--- src/rtl/serial_adder_pkg.sv ---
// ---------------------------------------------------------------------------
// serial_adder_pkg
// Shared definitions for the bit-serial adder controller.
//   sa_state_t        : controller state encoding (IDLE, RUN, DONE)
//   SA_DEFAULT_WIDTH  : default operand / sum width in bits
// ---------------------------------------------------------------------------
package serial_adder_pkg;

   localparam int SA_DEFAULT_WIDTH = 8;

   typedef enum logic [1:0] {
      IDLE = 2'd0,
      RUN  = 2'd1,
      DONE = 2'd2
   } sa_state_t;

endpackage

--- src/rtl/full_adder.sv ---
// ---------------------------------------------------------------------------
// full_adder
// One-bit combinational full adder cell, shared by the serial controller.
// Ports:
//   a, b  : addend bits
//   cin   : carry in
//   s     : sum bit
//   cout  : carry out
// ---------------------------------------------------------------------------
module full_adder (
   input  logic a,
   input  logic b,
   input  logic cin,
   output logic s,
   output logic cout
);

   assign s    = a ^ b ^ cin;
   assign cout = (a & b) | (a & cin) | (b & cin);

endmodule

--- src/rtl/serial_adder_ctrl.sv ---
// ---------------------------------------------------------------------------
// serial_adder_ctrl
// Bit-serial adder: one full_adder cell is reused over WIDTH clocks, LSB
// first, to form {cout, sum} = a + b + cin. Operands live in shift
// registers, the running carry in a flop; results are registered and held
// until the next accepted start.
//
// Ports:
//   clk    : rising-edge clock
//   rst    : synchronous, active-high reset
//   start  : request, sampled only in IDLE
//   a, b   : WIDTH-bit operands, captured on an accepted start
//   cin    : carry in, captured on an accepted start
//   busy   : high whenever the controller is not IDLE
//   done   : one-cycle pulse, result valid
//   sum    : registered WIDTH-bit sum
//   cout   : registered unsigned carry out
//   ovf    : registered two's-complement overflow
//            (only when SERIAL_ADDER_OVF_EN is defined)
//
// Optional feature macro: SERIAL_ADDER_OVF_EN
// ---------------------------------------------------------------------------
module serial_adder_ctrl
   import serial_adder_pkg::*;
#(
   parameter int WIDTH = SA_DEFAULT_WIDTH
) (
   input  logic             clk,
   input  logic             rst,
   input  logic             start,
   input  logic [WIDTH-1:0] a,
   input  logic [WIDTH-1:0] b,
   input  logic             cin,
   output logic             busy,
   output logic             done,
   output logic [WIDTH-1:0] sum,
   output logic             cout
`ifdef SERIAL_ADDER_OVF_EN
   ,
   output logic             ovf
`endif
);

   localparam int CNT_W = $clog2(WIDTH);

   sa_state_t        state;
   sa_state_t        state_next;

   logic [WIDTH-1:0] a_sr;
   logic [WIDTH-1:0] b_sr;
   // Holds the bits produced so far, minus the MSB that is still to come;
   // the bit produced on the last RUN cycle completes the word directly.
   logic [WIDTH-2:0] sum_sr;
   logic             carry;
   logic [CNT_W-1:0] cnt;

   logic             fa_s;
   logic             fa_cout;
   logic             last_bit;
   logic [WIDTH-1:0] sum_next;

   full_adder full_adder_0 (
      .a    (a_sr[0]),
      .b    (b_sr[0]),
      .cin  (carry),
      .s    (fa_s),
      .cout (fa_cout)
   );

   assign last_bit = (cnt == CNT_W'(WIDTH - 1));
   assign sum_next = {fa_s, sum_sr};

   // State register
   always_ff @(posedge clk) begin
      if (rst) begin
         state <= IDLE;
      end else begin
         state <= state_next;
      end
   end

   // Next-state logic
   always_comb begin
      state_next = state;
      case (state)
         IDLE:    if (start) state_next = RUN;
         RUN:     if (last_bit) state_next = DONE;
         DONE:    state_next = IDLE;
         default: state_next = IDLE;
      endcase
   end

   // Outputs decoded purely from the state register
   always_comb begin
      busy = (state != IDLE);
      done = (state == DONE);
   end

   // Datapath: operand capture, per-bit shifting and result registration.
   // The counter is held on the last bit so it never wraps mid-operation.
   always_ff @(posedge clk) begin
      if (rst) begin
         a_sr   <= '0;
         b_sr   <= '0;
         sum_sr <= '0;
         carry  <= 1'b0;
         cnt    <= '0;
         sum    <= '0;
         cout   <= 1'b0;
`ifdef SERIAL_ADDER_OVF_EN
         ovf    <= 1'b0;
`endif
      end else begin
         case (state)
            IDLE: begin
               if (start) begin
                  a_sr   <= a;
                  b_sr   <= b;
                  carry  <= cin;
                  sum_sr <= '0;
                  cnt    <= '0;
               end
            end
            RUN: begin
               a_sr   <= a_sr >> 1;
               b_sr   <= b_sr >> 1;
               sum_sr <= sum_next[WIDTH-1:1];
               carry  <= fa_cout;
               if (last_bit) begin
                  sum  <= sum_next;
                  cout <= fa_cout;
`ifdef SERIAL_ADDER_OVF_EN
                  // carry into the MSB is the current carry flop
                  ovf  <= carry ^ fa_cout;
`endif
               end else begin
                  cnt <= cnt + CNT_W'(1);
               end
            end
            default: begin
            end
         endcase
      end
   end

endmodule

--- config.mk ---
export PLATFORM = sky130hd
export DESIGN_NAME = serial_adder_ctrl
export DESIGN_NICKNAME = d
export VERILOG_FILES = /design/src/rtl/serial_adder_pkg.sv /design/src/rtl/full_adder.sv /design/src/rtl/serial_adder_ctrl.sv
export SDC_FILE = /design/constraint.sdc
export NUM_CORES = 1
export LEC_CHECK = 0
export BUFFER_PORTS_ARGS = -buffer_cell sky130_fd_sc_hd__buf_2
export CORE_MARGIN = 5
export CORE_UTILIZATION = 35
export CTS_BUF_LIST = sky130_fd_sc_hd__clkbuf_16
export CTS_CLUSTER_SIZE = 14
export DETAILED_ROUTE_END_ITERATION = 16
export HOLD_SLACK_MARGIN = 0.15
export PLACE_DENSITY = 0.62
export SLEW_MARGIN = 10
export SYNTH_ARGS = -nofsm -noshare
export SYNTH_HDL_FRONTEND = slang
export SYNTH_SLANG_ARGS = --single-unit
--- constraint.sdc ---
create_clock -name clk -period 2.15 [get_ports clk]
set_input_delay 0.215 -clock clk [delete_from_list [all_inputs] [get_ports clk]]
set_output_delay 0.215 -clock clk [all_outputs]
set_load 0.02 [all_outputs]
==> qor.csv <==
stage;metric;value;unit
run_status;status;completed;
yosys;Simple-Gate Fraction of Synth Area;0.160;
pwr;overall power;1.59;mW
clock_network;Resized cells post-CTS;0;
clock_network;TritonCTS clock tree;done;
pwr;Reg power frac;0.482;
setup_path;crit-path max FO;12;
worst_hold_path;hold crit path type;primary input to flop;
timing;worst slew margin relative to its limit;0.534;
finish;Layout area overhead;17.8;%
setup_path;type of origin of the critical path;flop;
yosys;sequential area share after synthesis;0.478;
drt;vias post-DR;1228;
yosys;mapped cell area;0.00159;sq mm
grt;initial antenna violation count;0;
clock_network;post-CTS setup repair buffer count;0;
clock_network;TritonCTS Buffers;5;
floorplanning;Starting Density;0.363;
pwr;Power Density;845;mW/mm^2
drt;ANT nets after route;0;
placement;port bufs;30;
pwr;Logic pwr share;0.100;
drt;routed vias/inst;4.97;
clock_network;H-tree lvl count;2;
yosys;warnings from Yosys;0;
pwr;LEAKAGE;0.771;nW
setup_path;CP max-delay cell;nor4b_1;
pwr;clock share of power;0.417;
drt;drt first pass iters;4;
timing;RSZ-0062 raised after global routing;false;
yosys;mean post-synth cell area;9.47;sq um
timing;clk_skew;2.85;ps
timing;actual slew at the worst max-slew pin;699;ps
clock_network;CTS clk-pin slew, worst paths;50;ps
floorplanning;Die Wd;77.4;um
drt;Routed WL;3120;um
clock_network;Root Driver;clkbuf_16;
floorplanning;# IOs;31;
clock_network;clock insertion delay at the later pin of the skew report;280;ps
grt;largest net degree at the start of global routing;40;
yosys;syn nets;191;
yosys;Synth area leaders;dfxtp_1 (48%), mux2i_1 (9.4%), a211oi_1 (7.1%);
flow_run;max-cap violation count;0;
yosys;FF+latch count, synth;38;
yosys;Synth top area share;0.478;
placement;detailed-placement wirelength estimate;2110;um
yosys;top cells by count, synth;dfxtp_1 (38), nor2_1 (26), a211oi_1 (15), mux2i_1 (15), nand2_1 (13);
grt;first-pass GRT wire length;5220;um
yosys;largest family of logic cells by synthesized area;compound AO/OA/AOI/OAI gates;
setup_path;critical-path cell list;ha_1 -> ha_1 -> nor4b_1 -> nand2_1 -> o31ai_1;
yosys;count of cell types in the netlist;24;
timing;Final Hold Viols;0;
drt;# DRC;0;
yosys;cell taking the most area after synthesis;dfxtp_1;
finish;fill count;462;
pwr;Worst VDD drop;0.374;mV
yosys;multiplexer share of the synthesized area;0.0943;
yosys;Synth Area in Adders;0.0283;
floorplanning;die height;77.4;um
setup_path;crit-path leading delay family;simple AND/OR/NAND/NOR gates;
yosys;compound-cell area share of the yosys netlist;0.178;
finish;antenna cell count;0;
clock_network;CTS Sinks;38;
yosys;ys async rst share;0;
timing;final period utilization;0.746;
yosys;Synth Instances;168;
placement;Final GP Congestion;0.769;
finish;# nets final;219;
yosys;most numerous cell in the Yosys netlist;dfxtp_1;
pwr;Pint;1.23;mW
timing;TNS Setup;0;ps
setup_path;crit-path most repeated cell;ha_1;
pwr;P_sw;0.360;mW
finish;share of layout cells above drive strength 1;0.215;
setup_path;Crit Path Class;flop to flop;
yosys;number of enable flip-flop cells after synthesis;0;
grt;GRT Overall Usage;0.109;
yosys;area share of xor/xnor cells in the synthesized design;0;
drt;Avg WL per Cell;12.6;um
floorplanning;# rows;24;
drt;DR iter-0 viols;61;
floorplanning;Die ar.;0.00600;sq mm
grt;grt ovf;0;
setup_path;Max stage delay on crit path;520;ps
clock_network;cts hold-fix bufs;0;
floorplanning;core area;0.00438;sq mm
timing;Final Critical Period;1600;ps
setup_path;WP buf/inv;0;
setup_path;Worst EP required;2340;ps
yosys;top_reg_cell synth;dfxtp_1;
timing;worst setup margin;546;ps
grt;vias in the first global route;1121;
timing;max-slew violations;0;
clock_network;CTS Buffer Depth;2;
timing;Final setup viols;0;
pwr;Sw Share;0.227;
setup_path;CP endpoint kind;flop;
placement;pre-CTS setup slack;571;ps
setup_path;Worst Path Arrival;1790;ps
timing;maximum clock rate;624;MHz
[worst register-to-register path: stages (launching register included)]
cell and delay (ps):
dfxtp_1 310, ha_1 190, ha_1 320, nor4b_1 520
nand2_1 100, o31ai_1 70
[power groups by stage]
stage | clock network [mW] | logic, mW | registers [mW]
global placement | 0 | 0.159 | 0.778
CTS | 0.681 | 0.161 | 0.765
finish | 0.661 | 0.159 | 0.765
global route | 0.714 | 0.181 | 0.769
floorplan | 0 | 0.135 | 0.769
detailed placement | 0 | 0.160 | 0.779
[placed cells by master (no fill, tap or decap), drive strengths merged, types with 3 or more instances in the layout]
cell type	Yosys	layout
mux2i	15	15
a211oi	15	15
nor2	26	26
a21oi	11	11
buf	10	34
nand3	9	9
nand2b	4	4
dfxtp	38	38
clkbuf	3	5
nor2b	3	3
nand2	13	13
a22oi	7	7
[area by class of cell]
| class | count | area (sq um) | share of cell area |
|---|---|---|---|
| tap | 52 | 65.1 | 0.0347 |
| timing repair buffer | 34 | 180 | 0.0961 |
| clock buffer | 5 | 125 | 0.0667 |
| multi-input combinational | 115 | 733 | 0.391 |
| inverter | 2 | 7.51 | 0.00400 |
| sequential | 38 | 761 | 0.406 |
| clock inverter | 1 | 3.75 | 0.00200 |
[stage by stage]
step | instances | area [sq um] | hold WS (ps) | utilization
2_1_floorplan | 168 | 1590 | 381 | -
3_3_place_gp | 241 | 1750 | 440 | 0.398
3_5_place_dp | 241 | 1750 | 444 | 0.398
4_1_cts | 247 | 1880 | 217 | 0.428
5_1_grt | 247 | 1880 | 269 | 0.428
6_report | 247 | 1880 | 213 | 0.428
[path summary, 6_finish.rpt]
kind | from | endpoint | slack, ps | cells past startpoint
hold reg to reg | sum[4]$_SDFFE_PP0P_ | sum[4]$_SDFFE_PP0P_ | 450 | 2
setup / recovery | cnt[0]$_SDFFE_PP0P_ | cnt[0]$_SDFFE_PP0P_ | 550 | 5
setup reg to reg | cnt[0]$_SDFFE_PP0P_ | cnt[0]$_SDFFE_PP0P_ | 550 | 5
hold / removal | a[7] | a_sr[7]$_SDFFE_PP0P_ | 210 | 3
[registers in the layout, summed over array words and instances (netlist names)]
signal and cells:
state 2, sum 8, b_sr 8, carry 1
cout 1, sum_sr 7, cnt 3, a_sr 8
[logic make-up after synthesis]
kind of cell | Yosys count
muxes | 15
adders and majority gates | 3
buffers and inverters | 15
DFF | 38
AOI/OAI and AO/OA | 40
and+or+nand+nor | 57
[routing by layer]
| metal | vias to the layer above | track usage | wire, um |
|---|---|---|---|
| met5 | - | 0 | 0 |
| met4 | 0 | 0.0412 | 44 |
| met3 | 7 | 0.0509 | 240 |
| met2 | 34 | 0.166 | 1360 |
| met1 | 545 | 0.135 | 1480 |
| li1 | 642 | - | - |
Note: power is estimated with default switching activity, not from simulation.
